--- src/rtl/proc_pkg.sv ---
// Shared opcodes, instruction field positions and sign extension for the two-stage core.
package proc_pkg;

   localparam logic [3:0] OP_NOP  = 4'h0;
   localparam logic [3:0] OP_ADD  = 4'h1;
   localparam logic [3:0] OP_SUB  = 4'h2;
   localparam logic [3:0] OP_AND  = 4'h3;
   localparam logic [3:0] OP_OR   = 4'h4;
   localparam logic [3:0] OP_XOR  = 4'h5;
   localparam logic [3:0] OP_ADDI = 4'h6;
   localparam logic [3:0] OP_LI   = 4'h7;
   localparam logic [3:0] OP_BEQ  = 4'h8;
   localparam logic [3:0] OP_BNE  = 4'h9;
   localparam logic [3:0] OP_J    = 4'hA;
   localparam logic [3:0] OP_SLL  = 4'hB;
   localparam logic [3:0] OP_SLT  = 4'hC;
   localparam logic [3:0] OP_HALT = 4'hF;

   localparam int OP_HI = 15;
   localparam int OP_LO = 12;
   localparam int A_HI  = 11;
   localparam int A_LO  = 9;
   localparam int B_HI  = 8;
   localparam int B_LO  = 6;
   localparam int C_HI  = 5;
   localparam int C_LO  = 3;

   // Sign-extends the low 'width' bits of value to 64 bits; callers truncate.
   function automatic logic [63:0] sext(input logic [11:0] value, input int width);
      logic [63:0] ext;
      ext = {52'd0, value} & ~({64{1'b1}} << width);
      if (ext[6'(width - 1)]) begin
         ext = ext | ({64{1'b1}} << width);
      end
      return ext;
   endfunction

endpackage

--- src/rtl/proc_alu.sv ---
// Combinational ALU: the core feeds it prepared operands, including immediates.
module proc_alu
   import proc_pkg::*;
#(
   parameter int XLEN = 8
) (
   input  logic [3:0]      op,
   input  logic [XLEN-1:0] a,
   input  logic [XLEN-1:0] b,
   output logic [XLEN-1:0] result,
   output logic            eq
);

   localparam int SH_W = $clog2(XLEN);

   always_comb begin
      result = '0;
      case (op)
         OP_ADD, OP_ADDI: result = a + b;
         OP_SUB:          result = a - b;
         OP_AND:          result = a & b;
         OP_OR:           result = a | b;
         OP_XOR:          result = a ^ b;
         OP_SLL:          result = a << b[SH_W-1:0];
         OP_SLT:          result = XLEN'($signed(a) < $signed(b));
         OP_LI:           result = b;
         default:         result = '0;
      endcase
   end

   assign eq = (a == b);

endmodule

--- src/rtl/processor2stage_p.sv ---
// Two-stage fetch/execute core with taken-branch flush, HALT, writeback strobe
// and a saturating retired-instruction counter.
module processor2stage_p
   import proc_pkg::*;
#(
   parameter int XLEN = 8,
   parameter int PC_W = 8
) (
   input  logic            clk,
   input  logic            reset,
   output logic [PC_W-1:0] instr_addr,
   input  logic [15:0]     instr_data,
   output logic [PC_W-1:0] pc_out,
   output logic [XLEN-1:0] result_out,
   output logic            result_valid,
   output logic            halted,
   output logic [15:0]     retired
);

   logic [PC_W-1:0] pc_reg;
   logic            ifex_valid_reg;
   logic [15:0]     ifex_instr_reg;
   logic [PC_W-1:0] ifex_pc_reg;
   logic [XLEN-1:0] rf_reg [8];
   logic [XLEN-1:0] result_reg;
   logic            result_valid_reg;
   logic            halted_reg;
   logic [15:0]     retired_reg;

   logic [3:0]      op;
   logic [2:0]      ra;
   logic [2:0]      rb;
   logic [2:0]      rc;
   logic [XLEN-1:0] opa;
   logic [XLEN-1:0] opb;
   logic [XLEN-1:0] alu_result;
   logic            alu_eq;
   logic            exec;
   logic            writes_rd;
   logic            write_en;
   logic            branch_taken;
   logic            halt_now;
   logic [PC_W-1:0] target;

   assign op   = ifex_instr_reg[OP_HI:OP_LO];
   assign ra   = ifex_instr_reg[A_HI:A_LO];
   assign rb   = ifex_instr_reg[B_HI:B_LO];
   assign rc   = ifex_instr_reg[C_HI:C_LO];
   assign exec = ifex_valid_reg && !halted_reg;

   // rf_reg[0] is never written, so reading r0 yields zero.
   always_comb begin
      opa = rf_reg[rb];
      opb = rf_reg[rc];
      case (op)
         OP_ADDI: opb = XLEN'(sext({6'd0, ifex_instr_reg[5:0]}, 6));
         OP_LI:   opb = XLEN'(sext({3'd0, ifex_instr_reg[8:0]}, 9));
         OP_BEQ, OP_BNE: begin
            opa = rf_reg[ra];
            opb = rf_reg[rb];
         end
         default: ;
      endcase
   end

   proc_alu #(.XLEN(XLEN)) u_alu (
      .op     (op),
      .a      (opa),
      .b      (opb),
      .result (alu_result),
      .eq     (alu_eq)
   );

   always_comb begin
      case (op)
         OP_ADD, OP_SUB, OP_AND, OP_OR, OP_XOR,
         OP_ADDI, OP_LI, OP_SLL, OP_SLT: writes_rd = 1'b1;
         default:                        writes_rd = 1'b0;
      endcase
   end

   assign write_en     = exec && writes_rd && (ra != 3'd0);
   assign halt_now     = exec && (op == OP_HALT);
   assign branch_taken = exec && (((op == OP_BEQ) && alu_eq) ||
                                  ((op == OP_BNE) && !alu_eq) ||
                                  (op == OP_J));
   assign target = ifex_pc_reg + ((op == OP_J) ?
                   PC_W'(sext(ifex_instr_reg[11:0], 12)) :
                   PC_W'(sext({6'd0, ifex_instr_reg[5:0]}, 6)));

   always_ff @(posedge clk or negedge reset) begin
      if (!reset) begin
         pc_reg           <= '0;
         ifex_valid_reg   <= 1'b0;
         ifex_instr_reg   <= '0;
         ifex_pc_reg      <= '0;
         result_reg       <= '0;
         result_valid_reg <= 1'b0;
         halted_reg       <= 1'b0;
         retired_reg      <= '0;
         for (int i = 0; i < 8; i++) begin
            rf_reg[i] <= '0;
         end
      end else begin
         result_valid_reg <= 1'b0;
         if (!halted_reg) begin
            // HALT and taken branches both squash the instruction fetched this cycle.
            if (halt_now) begin
               halted_reg     <= 1'b1;
               ifex_valid_reg <= 1'b0;
            end else if (branch_taken) begin
               pc_reg         <= target;
               ifex_valid_reg <= 1'b0;
            end else begin
               ifex_valid_reg <= 1'b1;
               ifex_instr_reg <= instr_data;
               ifex_pc_reg    <= pc_reg;
               pc_reg         <= pc_reg + PC_W'(1);
            end
            if (exec && (retired_reg != 16'hFFFF)) begin
               retired_reg <= retired_reg + 16'd1;
            end
            if (write_en) begin
               rf_reg[ra]       <= alu_result;
               result_reg       <= alu_result;
               result_valid_reg <= 1'b1;
            end
         end
      end
   end

   assign instr_addr   = pc_reg;
   assign pc_out       = pc_reg;
   assign result_out   = result_reg;
   assign result_valid = result_valid_reg;
   assign halted       = halted_reg;
   assign retired      = retired_reg;

endmodule

--- config.mk ---
export PLATFORM = sky130hd
export DESIGN_NAME = processor2stage_p
export DESIGN_NICKNAME = d
export VERILOG_FILES = /design/src/rtl/proc_pkg.sv /design/src/rtl/proc_alu.sv /design/src/rtl/processor2stage_p.sv
export SDC_FILE = /design/constraint.sdc
export NUM_CORES = 1
export LEC_CHECK = 0
export CORE_ASPECT_RATIO = 0.75
export CORE_UTILIZATION = 60
export CTS_CLUSTER_SIZE = 40
export DETAILED_ROUTE_END_ITERATION = 8
export PLACE_DENSITY = 0.77
export SKIP_LAST_GASP = 1
export SYNTH_ARGS = -nofsm -noshare
export SYNTH_HDL_FRONTEND = slang
export SYNTH_SLANG_ARGS = --single-unit
--- constraint.sdc ---
create_clock -name clk -period 5.7 [get_ports clk]
set_input_delay 1.425 -clock clk [delete_from_list [all_inputs] [get_ports clk]]
set_output_delay 1.425 -clock clk [all_outputs]
set_load 0.02 [all_outputs]
=== Word-level counts from Yosys, hierarchy flattened ===
Memory sizes are Yosys's and may differ from the RTL's.
Cells that the tools add are included.

* Bits of input ports: 18
* Output and inout bits: 42
* ROM bits: 16
* Memories kept: 1
* Register bits: 123

* Reduce and logical (&&, ||, !) cells: 20
* Equality and inequality tests: 15
* Bitwise logic cells: 9
* Muxes and demuxes: 24
* Order comparisons: 5
* Shifts and indexed selects: 1
* $add $sub $neg: 5

{| class="wikitable"
|+ Memories
! memory !! words !! bits a word !! read ports !! clocked after Yosys merged registers in !! write ports !! RTL line !! RTL
|-
| (no name shown) || 16 || 1 || 1 || 0 || 0 || processor2stage_p.sv:75 || <nowiki>case (op)</nowiki>
|}

{| class="wikitable"
|+ Operators by type and width
! cell !! count
|-
| 2-to-1 mux 8 bit || 11
|-
| binary-select mux 8 bit (select 3 bit) || 3
|-
| bitwise mux 64 bit || 1
|-
| case mux 8 bit (8 select lines) || 1
|-
| demux 8 bit (select 3 bit) || 1
|-
| == test 4 bit (second input constant) || 6
|-
| case mux 8 bit (3 select lines) || 1
|-
| adder 16 x 1 -> 16 bit (second input constant) || 1
|-
| adder 8 bit || 2
|-
| == test 4 x 3 -> 1 bit (second input constant) || 4
|-
| != test 16 bit (second input constant) || 1
|-
| >= comparator 4 bit (second input constant) || 3
|-
| inverter 3 -> 4 bit || 3
|-
| logical AND 1 bit || 9
|-
| adder 8 x 1 -> 8 bit (second input constant) || 1
|-
| bitwise AND 8 bit || 1
|-
| == test 4 x 2 -> 1 bit (second input constant) || 2
|-
| == test 8 bit || 1
|-
| < comparator 8 bit || 1
|-
| bitwise OR 8 bit || 1
|-
| left shift 8 x 3 -> 8 bit || 1
|-
| subtractor 8 bit || 1
|-
| bitwise XOR 8 bit || 1
|-
| 2-to-1 mux 1 bit || 6
|-
| 9 further kinds || 16
|}

=== Longest topological paths before layout ===
Gate-level depths: netlist of the first run.

* Depth in word-level cells: 13
* Gate-level depth with buffers: 20
* Gate-level depth less buffers: 17

=== Cells and area by module ===
Synthesis of the first run repeated with hierarchy kept, for this count alone.

* Cells, all modules: 769
* Area total of the unflattened synthesis: 8758.4 µm²

{| class="wikitable"
|+ By module, submodules not included
! module !! area an instance (µm²) !! times used !! cells an instance !! seq. area each (µm²)
|-
| processor2stage_p || 7258.2 || 1 || 565 || 3078.0
|-
| proc_alu || 1500.2 || 1 || 204 || 0.0
|}

=== Worst setup path before layout of the first run ===
OpenSTA, ideal clock, no wires.

* Kind: reg-to-reg
* Start point: register ifex_instr_reg[3]
* End point: register pc_reg[7] (netlist: instr_addr[7])
* Cell stages (with the launch flop): 15
* Clock period less this slack: 4118 ps
* Path buffers: 3
* Arrival time: 3998 ps
* Data required time: 5580 ps
* Slack: 1582 ps
* Path through: dfrtp_1 buf_2 buf_1 mux4_2 mux2i_1 nor2_1 a21oi_1 o21ai_0 ha_1 buf_2 nor4_1 a31oi_4 mux2_4 or4_1 o211a_1

* Cells in the longest elaborated chain, start to end: 12
* Elaborated cells between the ends (all ways): 16

{| class="wikitable"
|+ Ends and longest elaborated chain
! item !! RTL line !! RTL
|-
| start, declared || processor2stage_p.sv:22 || <nowiki>logic [15:0] ifex_instr_reg;</nowiki>
|-
| start signal, assigned || processor2stage_p.sv:116 || <nowiki>ifex_instr_reg <= instr_data;</nowiki>
|-
| inverter 3 -> 4 bit (implied by the code) || processor2stage_p.sv:54 || <nowiki>opb = rf_reg[rc];</nowiki>
|-
| binary-select mux 8 bit (select 3 bit) || processor2stage_p.sv:54 ||
|-
| 2-to-1 mux 8 bit (implied by the code) (2 in series) || processor2stage_p.sv:54 ||
|-
| case mux 8 bit (3 select lines) || processor2stage_p.sv:55 || <nowiki>case (op)</nowiki>
|-
| == test 8 bit || proc_alu.sv:31 || <nowiki>assign eq = (a == b);</nowiki>
|-
| logical NOT 1 bit || processor2stage_p.sv:85 || <nowiki>((op == OP_BNE) && !alu_eq) ||</nowiki>
|-
| logical AND 1 bit || processor2stage_p.sv:85 ||
|-
| logical OR 1 bit || processor2stage_p.sv:84 || <nowiki>assign branch_taken = exec && (((op == OP_BEQ) && alu_eq) ||</nowiki>
|-
| logical OR 1 bit || processor2stage_p.sv:85 ||
|-
| logical AND 1 bit || processor2stage_p.sv:84 ||
|-
| 2-to-1 mux 8 bit (*) || processor2stage_p.sv:111 || <nowiki>end else if (branch_taken) begin</nowiki>
|-
| end signal, assigned || processor2stage_p.sv:112 || <nowiki>pc_reg <= target;</nowiki>
|-
| end signal, assigned || processor2stage_p.sv:118 || <nowiki>pc_reg <= pc_reg + PC_W'(1);</nowiki>
|-
| end, declared || processor2stage_p.sv:20 || <nowiki>logic [PC_W-1:0] pc_reg;</nowiki>
|}

Every way passes the cells marked *; elsewhere a longest branch is shown, timed or not. The select of a mux whose other input is x is not followed.
A chain may end at the register's enable or synchronous reset.

=== Worst setup path in the final report of the first run ===
* Start point: register ifex_instr_reg[3]
* End point: register ifex_pc_reg[7]

* Cells in the longest elaborated chain, start to end: 13
* Elaborated cells between the ends (all ways): 15

{| class="wikitable"
|+ Ends and longest elaborated chain
! item !! RTL line !! RTL
|-
| inverter 3 -> 4 bit (implied by the code) || processor2stage_p.sv:54 ||
|-
| binary-select mux 8 bit (select 3 bit) || processor2stage_p.sv:54 ||
|-
| 2-to-1 mux 8 bit (implied by the code) (2 in series) || processor2stage_p.sv:54 ||
|-
| case mux 8 bit (3 select lines) (*) || processor2stage_p.sv:55 ||
|-
| == test 8 bit (*) || proc_alu.sv:31 ||
|-
| logical NOT 1 bit || processor2stage_p.sv:85 ||
|-
| logical AND 1 bit || processor2stage_p.sv:85 ||
|-
| logical OR 1 bit (*) || processor2stage_p.sv:84 ||
|-
| logical OR 1 bit (*) || processor2stage_p.sv:85 ||
|-
| logical AND 1 bit (*) || processor2stage_p.sv:84 ||
|-
| inverter 1 bit (no source line) (*) || n/a ||
|-
| AND reduction 3 bit (no source line) (*) || n/a ||
|-
| end signal, assigned || processor2stage_p.sv:117 || <nowiki>ifex_pc_reg <= pc_reg;</nowiki>
|-
| end, declared || processor2stage_p.sv:23 || <nowiki>logic [PC_W-1:0] ifex_pc_reg;</nowiki>
|}

Marks and branches as above.

==> flow_summary.yaml, run 1 <==
worst_setup_path:
  crit_start: "ifex_instr_reg[3]$_DFFE_PN0P_"
  startpoint_type: "flip-flop"
  cp.required_ns: 6.02
  critPathArrivalTime_ns: 5.53
  r2r_start: "ifex_instr_reg[3]$_DFFE_PN0P_"
  worstPathMaxFanout: 17
  crit_path_end_kind: "flip-flop"
  path_class: "flip-flop to flip-flop"
yosys:
  synth_ff_type: "dfrtp_1"
  synth.net_count: 903
  yosysWarnings: 0
  syn-cell-area_mm2: 0.00892
  yosys.cell_types.count: 80
  synth-seq-area-share_pct: 34.5
  syn_avg_cell_area_um2: 10.5
  syn_inst: 850
  async_flop_share_pct: 100
  synth_edf_count: 0
  ys_ff_latch: 123
die:
  coreArea_mm2: 0.0145
  rows: 38
  initial_core_util_pct: 61.5
  ioPinCount: 60
  die_w_um: 143
  die-area_mm2: 0.0154
  die_h_um: 108
clock_network:
  postCtsSetupRepairBufs: 0
  htreeDepth: 4
  cts_made_buffers: 17
  cts_root_buf: "clkbuf_16"
  clock_path_buffers: 2
  clk_pin_slew_worst_paths_ns: 0.06
  cts.sinks: 123
  cts_resized: 0
  hold_buffers: 0
  cts_tree: "built"
  clock_latency_ns: 0.44
routing:
  drc: 0
  drt_first_iter_violations: 842
  via_per_inst: 6.66
  ant_nets: 0
  via_count: 7315
  wl_per_cell_um: 23.9
  drt_first_pass_iters: 5
  drt-total-wl_um: 26200
sta:
  period_minus_slack_ns: 5.21
  worst_pin_slew_ns: 1.13
  skew_ns: 0.0159
  finalSetupTns_ns: 0
  hold_viol_final: 0
  finalMaxSlewViolations: 0
  clock.fmax_ghz: 0.192
  slew_headroom_pct: 24.3
  worst_hold_slack_ns: 0.426
  fin_crit_sh_pct: 91.5
  final-setup-viol-count: 0
  rsz0062_at_grt: "no"
global_route:
  grt_pass1_wl_um: 40900
  grt_pass1_vias: 7085
  grt_max_degree: 50
  grt_overflow_total: 0
  antenna_found_initial: 0
  grt_usage_pct: 36.3
cells_and_area:
  final_common_cell: "dfrtp_1"
  drive_gt1_share_pct: 20.9
  largest_reg_flops: 64
  n_antenna_cell: 0
  nets: 938
  synthToLayoutAreaGrowth_pct: 13.5
  mostFrequentLayoutCells: "dfrtp_1 (123), nand2_1 (63), mux2_2 (59), clkdlybuf4s50_1 (58), nor2_1 (54)"
status:
  status: "finished clean"
min_path:
  min_from: "rf_reg[59]$_DFFE_PN0P_"
  min-delay-path-class: "flip-flop to flip-flop"
place:
  place_congestion: 0.976
  numPortBuffers: 59
  dpl.hpwl_um: 19400
flow_run:
  cap_violations: 0
## through the flow
stage	worst slack, ns	area [um^2]	util [%]	std cells
after global placement	0.746	9580	66.1	1066
after CTS	0.642	10100	69.8	1098
after global routing	0.170	10100	69.8	1098
after floorplan	1.58	8920	-	850
after detailed placement	0.643	9580	66.1	1066
final	0.487	10100	69.8	1098
## synthesized netlist by cell type (8+ instances only)
master | count | area [um^2]
a31oi_1 | 17 | 106
nand2b_1 | 10 | 62.6
xnor2_1 | 16 | 140
nor2_1 | 54 | 203
a21o_1 | 8 | 60.1
nand3_1 | 14 | 70.1
o21ai_0 | 26 | 130
a22oi_1 | 9 | 67.6
nand2_1 | 63 | 236
buf_4 | 10 | 75.1
or3_1 | 8 | 50.1
mux2i_1 | 42 | 420
o211ai_1 | 14 | 105
mux2_2 | 59 | 664
dfrtp_1 | 123 | 3080
nor2b_1 | 11 | 68.8
mux4_2 | 31 | 698
a21oi_1 | 40 | 200
clkbuf_1 | 31 | 116
buf_6 | 9 | 101
xor2_1 | 8 | 70.1
and2_1 | 14 | 87.6
o21ai_1 | 10 | 50.1
nand4_1 | 10 | 62.6
mux2_4 | 25 | 375
inv_1 | 30 | 113
buf_1 | 9 | 33.8
ha_1 | 33 | 413
## worst paths after layout
check / to / slack [ns] / depth (start not counted)
max in group asynchronous: rf_reg[53]$_DFFE_PN0P_ / 3.67 / 2
min in group asynchronous: retired[7]$_DFFE_PN0P_ / 0.98 / 1
worst min-delay path: rf_reg[59]$_DFFE_PN0P_ / 0.43 / 0
worst min register to register: rf_reg[59]$_DFFE_PN0P_ / 0.43 / 0
worst max register to register: ifex_pc_reg[7]$_DFFE_PN0P_ / 0.49 / 12
worst max-delay path: ifex_pc_reg[7]$_DFFE_PN0P_ / 0.49 / 12
## cell type report
class / instances / area [um^2]
Fill cell: 1079 / 4380
Clock inverter: 11 / 86.3
Sequential cell: 123 / 3080
Multi-Input combinational cell: 630 / 5370
Tap cell: 200 / 250
Inverter: 32 / 120
Timing Repair Buffer: 81 / 766
Clock buffer: 21 / 460
## critical path, stage by stage, from the launching register on
cell	delay (ns)
dfrtp_1	0.94
mux4_2	0.60
mux2i_1	0.18
nor2_1	0.06
a21oi_1	0.10
o21ai_0	0.25
ha_1	0.53
nor4_1	0.78
a31oi_4	0.22
mux2i_4	0.41
nand2_2	0.37
buf_12	0.31
mux2_4	0.31
## kinds of logic after synthesis
kind of cell	Yosys count	share of synthesized area (%)
buf+inv	97	5.34
flops	123	34.5
xor+xnor	24	2.36
fa+ha+maj	35	5.08
simple gates	222	12.7
compound gates	185	14.5
mux	164	25.5
## layer usage
metal | global-route usage (%) | part of all wire [%]
met1 | 53.2 | 45
met2 | 51.6 | 42
met3 | 10.1 | 10
met4 | 11.5 | 2.4
met5 | 0 | 0
Power of run 1 is not shown: default switching activity piles up to over one toggle a cycle in this logic, so the estimate is an artifact.
==> inputs of run 2 (changes only) <==
--- a/config.mk
+++ b/config.mk
@@ -5,11 +5,12 @@
 export SDC_FILE = /design/constraint.sdc
 export NUM_CORES = 1
 export LEC_CHECK = 0
+export CAP_MARGIN = 30
 export CORE_ASPECT_RATIO = 0.75
 export CORE_UTILIZATION = 60
 export CTS_CLUSTER_SIZE = 40
 export DETAILED_ROUTE_END_ITERATION = 8
-export PLACE_DENSITY = 0.77
+export PLACE_DENSITY = 0.81
 export SKIP_LAST_GASP = 1
 export SYNTH_ARGS = -nofsm -noshare
 export SYNTH_HDL_FRONTEND = slang
==> run 2 against run 1 <==
Hold slack improved by 0.0031 ns. Maximum frequency rose by 2.2%. Clock skew decreased by 0.00063 ns. Final cell count stayed put. Via count is 0.92% higher. Critical path depth down 1. Die area unchanged.
==> flow_summary.yaml, run 2 (synthesis results as in run 1) <==
status:
  status: "finished clean"
cells_and_area:
  mostFrequentLayoutCells: "dfrtp_1 (123), nand2_1 (63), mux2_2 (59), clkdlybuf4s50_1 (58), nor2_1 (54)"
  drive_gt1_share_pct: 21.2
  n_antenna_cell: 0
  synthToLayoutAreaGrowth_pct: 14.5
  largest_reg_flops: 64
  nets: 938
  final_common_cell: "dfrtp_1"
sta:
  period_minus_slack_ns: 5.10
  finalSetupTns_ns: 0
  rsz0062_at_grt: "no"
  final-setup-viol-count: 0
  worst_pin_slew_ns: 1.11
  skew_ns: 0.0153
  hold_viol_final: 0
  slew_headroom_pct: 26.2
  clock.fmax_ghz: 0.196
  fin_crit_sh_pct: 89.5
  finalMaxSlewViolations: 0
die:
  die-area_mm2: 0.0154
  rows: 38
  coreArea_mm2: 0.0145
  die_w_um: 143
  die_h_um: 108
  ioPinCount: 60
  initial_core_util_pct: 61.5
place:
  numPortBuffers: 59
  dpl.hpwl_um: 19400
  place_congestion: 1.02
global_route:
  grt_overflow_total: 0
  grt_use_met3_pct: 11.3
  use_met2_pct: 53.0
  antenna_found_initial: 0
  grtUsageMet1_pct: 53.7
  grt_usage_pct: 37.2
  grt_pass1_wl_um: 42000
  grt_pass1_vias: 7261
  grt_max_degree: 72
  top_usage_layer: "met1"
clock_network:
  cts.sinks: 123
  clock_latency_ns: 0.44
  clock_path_buffers: 2
  cts_tree: "built"
  hold_buffers: 0
  cts_resized: 0
  htreeDepth: 4
  clk_pin_slew_worst_paths_ns: 0.06
  cts_made_buffers: 17
  cts_root_buf: "clkbuf_16"
  postCtsSetupRepairBufs: 0
worst_setup_path:
  crit_path_end_kind: "flip-flop"
  cp.required_ns: 6.01
  startpoint_type: "flip-flop"
  critPathArrivalTime_ns: 5.41
  r2r_start: "ifex_instr_reg[9]$_DFFE_PN0P_"
  path_class: "flip-flop to flip-flop"
  crit_start: "ifex_instr_reg[9]$_DFFE_PN0P_"
  worst_path_max_delay_cell: "dfrtp_1"
  max_stage_delay_ns: 0.95
  worstPathMaxFanout: 24
  worstPathCellList: "mux4_1, mux2i_1, and2_1, nor2_1, ha_1, nor4_1, a31oi_4, mux2i_4, nand2_2, buf_12, mux2_4"
min_path:
  min-delay-path-class: "flip-flop to flip-flop"
  min_from: "rf_reg[62]$_DFFE_PN0P_"
routing:
  drt_first_iter_violations: 920
  via_count: 7382
  drc: 0
  ant_nets: 0
  via_per_inst: 6.72
  wl_per_cell_um: 24.1
  drt-total-wl_um: 26500
  drt_first_pass_iters: 5
flow_run:
  cap_violations: 0
==> run 2: cell types whose count changed in the layout (fill, tap and decap cells not counted), sizes merged <==
cell	change
bufinv	+2
inv	+6
clkinvlp	-1
clkinv	-3
clkbuf	-4
==> run 2: layout make-up <==
| class | instances | area (um^2) |
|---|---|---|
| Clock buffer | 17 | 425 |
| Clock inverter | 15 | 175 |
| Fill cell | 1027 | 4290 |
| Inverter | 32 | 120 |
| Multi-Input combinational cell | 630 | 5370 |
| Sequential cell | 123 | 3080 |
| Tap cell | 200 | 250 |
| Timing Repair Buffer | 81 | 797 |
==> run 2: path summary, 6_finish.rpt <==
| path | endpoint | cells after the start | slack (ns) |
|---|---|---|---|
| min in group asynchronous | rf_reg[25]$_DFFE_PN0P_ | 1 | 0.85 |
| hold / removal | rf_reg[62]$_DFFE_PN0P_ | 0 | 0.43 |
| setup / recovery | ifex_instr_reg[0]$_DFFE_PN0P_ | 11 | 0.60 |
| max in group asynchronous | halted$_DFF_PN0_ | 2 | 4.05 |
| setup reg to reg | ifex_instr_reg[0]$_DFFE_PN0P_ | 11 | 0.60 |
| hold reg to reg | rf_reg[62]$_DFFE_PN0P_ | 0 | 0.43 |
==> run 2: layer usage <==
layer / part of all wire [%] / up-vias
met2: 43 / 463
met3: 11 / 60
met1: 44 / 3658
li1: - / 3201
met4: 2.3 / 0
met5: 0 / -
==> run 2: metrics by stage <==
step	instances	setup WS, ns	area, um^2	util (%)	hold WS [ns]
after floorplan	850	1.58	8920	-	0.458
after global placement	1061	0.791	9540	65.8	0.403
after detailed placement	1065	0.824	9600	66.2	0.413
after CTS	1097	0.757	10200	70.3	0.426
after global routing	1098	0.438	10200	70.4	0.439
final	1098	0.598	10200	70.4	0.429
==> run 2: worst max-delay path: cells and delay by family (launching register included) <==
kind / cells / cell delay [ns]
buffers and inverters: 1 / 0.30
multiplexers: 4 / 1.70
AO/OA/AOI/OAI: 1 / 0.25
adder cells (fa/ha/maj): 1 / 0.46
AND/OR/NAND/NOR: 4 / 1.30
flip-flops: 1 / 0.95
Power of run 2 is left out for the same reason.
